==> config.mk <==
export PLATFORM = sky130hd
export DESIGN_NAME = nikhilam_mult_seq
export DESIGN_NICKNAME = d
export VERILOG_FILES = /design/src/rtl/nikhilam_pkg.sv /design/src/rtl/nikhilam_shift_add_mul.sv /design/src/rtl/nikhilam_mult_seq.sv
export SDC_FILE = /design/constraint.sdc
export NUM_CORES = 1
export LEC_CHECK = 0
export BUFFER_PORTS_ARGS = -buffer_cell sky130_fd_sc_hd__buf_4
export CORE_UTILIZATION = 55
export DETAILED_ROUTE_END_ITERATION = 6
export GPL_ROUTABILITY_DRIVEN = 0
export PLACE_DENSITY = 0.78
export SLEW_MARGIN = 20
export SYNTH_ARGS = -nofsm -noshare
export SYNTH_HDL_FRONTEND = slang
export SYNTH_SLANG_ARGS = --single-unit
==> constraint.sdc <==
create_clock -name clk -period 4.65 [get_ports clk]
set_clock_uncertainty 0.2 [all_clocks]
set_input_delay 0.6975 -clock clk [delete_from_list [all_inputs] [get_ports clk]]
set_output_delay 0.6975 -clock clk [all_outputs]
set_load 0.03 [all_outputs]
==> src/rtl/nikhilam_pkg.sv <==
// Shared types and width helpers for the sequential Nikhilam multiplier.
package nikhilam_pkg;

    typedef enum logic [2:0] {
        IDLE = 3'd0,
        COMP = 3'd1,
        MUL  = 3'd2,
        SUM  = 3'd3,
        DONE = 3'd4
    } nikhilam_state_t;

    // Deviation 2^W - x needs one extra bit so that x=0 maps to 2^W.
    function automatic int dev_w(input int w);
        return w + 1;
    endfunction

    // Signed cross term a - cb spans -2^W .. 2^W-2.
    function automatic int cross_w(input int w);
        return w + 2;
    endfunction

    function automatic int acc_w(input int w);
        return 2 * w + 2;
    endfunction

endpackage

==> src/rtl/nikhilam_shift_add_mul.sv <==
// Iterative LSB-first shift-add multiplier for the Nikhilam deviation product.
// NIKHILAM_EARLY_EXIT_EN: stop as soon as the remaining multiplier bits are zero.
module nikhilam_shift_add_mul
    import nikhilam_pkg::*;
#(
    parameter int N = 9
) (
    input  logic             clk,
    input  logic             rst_n,
    input  logic             start,
    input  logic [N-1:0]     ca,
    input  logic [N-1:0]     cb,
    output logic             done,
    output logic [2*N-1:0]   acc
);

    localparam int CW = $clog2(N);

    logic [2*N-1:0] mcand_q;
    logic [2*N-1:0] acc_q;
    logic [N-1:0]   mplier_q;
    logic [CW-1:0]  cnt_q;
    logic           run_q;
    logic           last;

`ifdef NIKHILAM_EARLY_EXIT_EN
    // Bits above the one consumed this cycle are all zero: nothing left to add.
    assign last = (cnt_q == CW'(N - 1)) || (mplier_q[N-1:1] == '0);
`else
    assign last = (cnt_q == CW'(N - 1));
`endif

    assign done = run_q && last;
    assign acc  = acc_q;

    always_ff @(posedge clk or negedge rst_n) begin
        if (!rst_n) begin
            mcand_q  <= '0;
            acc_q    <= '0;
            mplier_q <= '0;
            cnt_q    <= '0;
            run_q    <= 1'b0;
        end else if (start) begin
            mcand_q  <= {{N{1'b0}}, ca};
            acc_q    <= '0;
            mplier_q <= cb;
            cnt_q    <= '0;
            run_q    <= 1'b1;
        end else if (run_q) begin
            if (mplier_q[0]) begin
                acc_q <= acc_q + mcand_q;
            end
            mcand_q  <= mcand_q << 1;
            mplier_q <= mplier_q >> 1;
            cnt_q    <= cnt_q + 1'b1;
            if (last) begin
                run_q <= 1'b0;
            end
        end
    end

endmodule

==> src/rtl/nikhilam_mult_seq.sv <==
// Sequential base-2^WIDTH Nikhilam multiplier: p = (a - cb)<<W + ca*cb.
// Optional NIKHILAM_EARLY_EXIT_EN shortens the MUL phase (see sub-module).
module nikhilam_mult_seq
    import nikhilam_pkg::*;
#(
    parameter int WIDTH = 8
) (
    input  logic               clk,
    input  logic               rst_n,
    input  logic               in_valid,
    output logic               in_ready,
    input  logic [WIDTH-1:0]   in_a,
    input  logic [WIDTH-1:0]   in_b,
    output logic               out_valid,
    input  logic               out_ready,
    output logic [2*WIDTH-1:0] out_p,
    output logic               busy
);

    localparam int W  = WIDTH;
    localparam int DW = dev_w(W);
    localparam int XW = cross_w(W);
    localparam int AW = acc_w(W);

    nikhilam_state_t state_q, state_d;

    logic [W-1:0]   a_q, b_q;
    logic [DW-1:0]  ca, cb;
    logic [XW-1:0]  hi_d, hi_q;
    logic [AW-1:0]  acc, sum;
    logic [2*W-1:0] out_p_q;
    logic           start, mul_done;
    logic           unused_sum_hi;

    assign ca   = {1'b1, {W{1'b0}}} - {1'b0, a_q};
    assign cb   = {1'b1, {W{1'b0}}} - {1'b0, b_q};
    assign hi_d = {2'b00, a_q} - {1'b0, cb};

    // hi<<W in AW bits is exactly {hi, W zeros}; two's complement wraps correctly.
    assign sum           = {hi_q, {W{1'b0}}} + acc;
    assign unused_sum_hi = ^sum[AW-1:2*W];

    nikhilam_shift_add_mul #(.N(DW)) u_mul (
        .clk   (clk),
        .rst_n (rst_n),
        .start (start),
        .ca    (ca),
        .cb    (cb),
        .done  (mul_done),
        .acc   (acc)
    );

    always_comb begin
        state_d = state_q;
        start   = 1'b0;
        case (state_q)
            IDLE: if (in_valid) state_d = COMP;
            COMP: begin
                start   = 1'b1;
                state_d = MUL;
            end
            MUL:  if (mul_done) state_d = SUM;
            SUM:  state_d = DONE;
            DONE: if (out_ready) state_d = IDLE;
            default: state_d = IDLE;
        endcase
    end

    always_ff @(posedge clk or negedge rst_n) begin
        if (!rst_n) begin
            state_q <= IDLE;
            a_q     <= '0;
            b_q     <= '0;
            hi_q    <= '0;
            out_p_q <= '0;
        end else begin
            state_q <= state_d;
            if (state_q == IDLE && in_valid) begin
                a_q <= in_a;
                b_q <= in_b;
            end
            if (state_q == COMP) begin
                hi_q <= hi_d;
            end
            if (state_q == SUM) begin
                out_p_q <= sum[2*W-1:0];
            end
        end
    end

    assign in_ready  = (state_q == IDLE);
    assign out_valid = (state_q == DONE);
    assign busy      = (state_q != IDLE);
    assign out_p     = out_p_q;

endmodule

==> out/metrics.csv <==
metric,value,unit
status,"complete, no violations",
startpoint types,flip-flop,
Main synth FF type,dfrtp_1,
Pint,2.472,mW
Post-Syn Area per Cell,9.949,µm²
P_sw,1.968,mW
storage element area,0.002227,mm²
crit path max-delay cell type,dfrtp_1,
clock network power share,11.9,%
post-placement cell area,0.005474,mm²
die height,98.80,µm
top cell type's share of synthesized area,43.21,%
final core utilization,63.73,%
TritonCTS Buffers,9,
num rows,34,
initial core utilization,57.97,%
Mapped Area,0.005154,mm²
DRC Markers,0,
"Design Area, Final",0.005667,mm²
Sequential Power Share,33.4,%
Syn Nets,571,
grt total ovfl,0,
final net count,598,
H-tree depth,3,
Cells after Synth,518,
worst hold slack,182.5,ps
"Arr. time, crit path",2900,ps
R2R depth,10,
post-route ant nets,0,
GRT Total Usage,22.44,%
share of layout cells above drive strength 1,16.36,%
Clock Sinks,89,
drt pass-1 iters,4,
cts hold-fix bufs,0,
area growth from synthesis to layout,9.954,%
drt initial violations,191,
Peak VDD IR,483.3,µV
leak pwr,2.725,nW
wire per inst,15.34,µm
CP Class,reg -> reg,
Tmin final,2869,ps
synth unique cells,56,
"Hold Violations, Final",0,
Detail Placement HPWL,7189,µm
Synth top cells by count,"dfrtp_1, nand2_1, o21ai_0",
critical path depth in cells,10,
Worst Setup EP,hi_q[6],
PortBufs,38,
Fin Setup TNS,0,ps
clk root buf,clkbuf_8,
later-pin clock latency in the skew report,360,ps
CTS tree,done,
pin count of the biggest net entering global routing,90,
family with the most delay on the worst path,adder cells,
setup bufs post-CTS,0,
Yosys top cell by area,dfrtp_1,
register area share after synthesis,43.21,%
vias in the first global route,3654,
Critical Path RT,4680,ps
die area,0.009761,mm²
YS warnings,0,
"Reg clk slew, reported paths",90,ps
FF-to-FF End,hi_q[6],
Max-cap violations,0,
HP Class,in -> async,
final setup fails,0,
Crit. End Element,flip-flop,
Least-Margin Pin Slew,974.2,ps
FILL cells,707,
"EDFF count, synth",0,
initial antenna violation count,0,
CP max stage delay,480,ps
Final Routed Wirelength,10090,µm
Clock Tree Buf Depth,2,
vias post-DR,3793,
relative slew slack,34.86,%
crit path from,b_q[0],
Max Slew Vio Count,0,
global-route wire length before repair,17250,µm
top post-synthesis cells by area,"dfrtp_1, ha_1, nand2_1",
top-count cell post-synth,dfrtp_1,
antenna cells,0,
final period utilization,61.70,%
combinational power share,54.7,%
final instance count without filler cells,658,
switch share,44.32,%
Critical path buffers and inverters,2,
Avg Vias per Cell,5.764,
ys async rst share,100.0,%
CTS resizes,0,
Max Freq,0.3485,GHz
area of the multi-input gates,0.002759,mm²
Crit Path Max Fanout,7,
DP Cell Count,642,
R2R Path Start,b_q[0],
RSZ-0062 raised after global routing,no,
num ports,39,
synthesized flop and latch total,89,
die boundary width,98.80,µm
core area,0.008891,mm²
FF-to-FF setup slack,1780,ps
power density cells,783.6,mW/mm²
"Cell Chain, Critical Path",inv_1 -> ha_1 -> inv_1 -> fa_1 -> a22oi_2 -> o21ai_2 -> maj3_2 -> maj3_2 -> xnor2_1 -> o21ai_1,
[registers in the layout (all words and copies together) (netlist names), 4 cells and up]
signal and cells:
out_p 16, u_mul.mplier_q 9, u_mul.mcand_q 16, u_mul.cnt_q 4, b_q 8, a_q 8, u_mul.acc 16, hi_q 8
[per-stage QoR]
stage / power (mW) / setup slack (ps)
global placement: 3.810 / 1893
CTS: 4.463 / 1776
floorplan: 3.367 / 1999
global route: 4.829 / 1610
detailed placement: 3.918 / 1789
finish: 4.440 / 1781
[worst reg2reg max path, cell delays in order (launching register included)]
cell	delay, ps
dfrtp_1	480
inv_1	120
ha_1	310
inv_1	70
fa_1	440
a22oi_2	190
o21ai_2	100
maj3_2	320
maj3_2	300
xnor2_1	140
o21ai_1	70
[cell type report]
cell class | count | area share, %
Sequential cell | 89 | 39.30
Multi-Input combinational cell | 392 | 48.69
Tap cell | 108 | 2.385
Timing Repair Buffer | 41 | 5.498
Inverter | 12 | 0.7949
Clock buffer | 12 | 2.385
Clock inverter | 4 | 0.9494
[cells in the final DEF (no fill, tap or decap), drive strengths merged, types with 3 or more instances in the layout]
cell	n
a211oi	7
a21o	8
a21oi	29
a31oi	3
and2	3
and3	6
buf	41
clkbuf	12
dfrtp	89
fa	3
ha	30
inv	12
mux2	22
mux2i	21
nand2	66
nand2b	5
nand3	7
nand3b	5
nand4	3
nor2	26
nor2b	9
nor3	10
nor3b	3
nor4	5
o21a	3
o21ai	48
o21bai	3
or3	7
xnor2	23
xor2	15
[power groups by stage]
stage | clock network, mW | registers [mW] | logic (mW)
after global routing | 0.573 | 1.53 | 2.72
after detailed placement | 0 | 1.49 | 2.42
after floorplan | 0 | 1.47 | 1.90
after CTS | 0.544 | 1.48 | 2.44
final | 0.527 | 1.48 | 2.43
after global placement | 0 | 1.48 | 2.33
[per-layer routing]
| layer | wire length [µm] | share of wire, % | track usage (%) |
|---|---|---|---|
| met5 | 0 | 0 | 0 |
| met4 | 138 | 1.4 | 7.577 |
| met3 | 438 | 4.3 | 4.823 |
| met2 | 4717 | 47 | 35.99 |
| met1 | 4798 | 48 | 30.36 |
[how the worst min path moves through the flow]
stage                   endpoint  slack (ps)       from
floorplan                 a_q[0]         200      rst_n
global placement       out_p[10]         260  out_p[10]
detailed placement     out_p[12]         270  out_p[12]
CTS                    out_p[10]         290  out_p[10]
global route        u_mul.acc[5]         250      rst_n
finish                  out_p[5]         180      rst_n
[cell families (layout without fill, tap and decap cells)]
| group | after synthesis | count (layout) | share of synthesized area [%] |
|---|---|---|---|
| muxes | 43 | 43 | 8.886 |
| buffers and inverters | 37 | 69 | 3.350 |
| xor gates and xnor gates | 39 | 39 | 6.943 |
| AOI/OAI and AO/OA | 114 | 114 | 13.45 |
| DFF | 89 | 89 | 43.21 |
| adders and majority gates | 35 | 35 | 8.886 |
| and+or+nand+nor | 161 | 161 | 15.27 |
No activity file was read; power rests on OpenSTA's default activity.
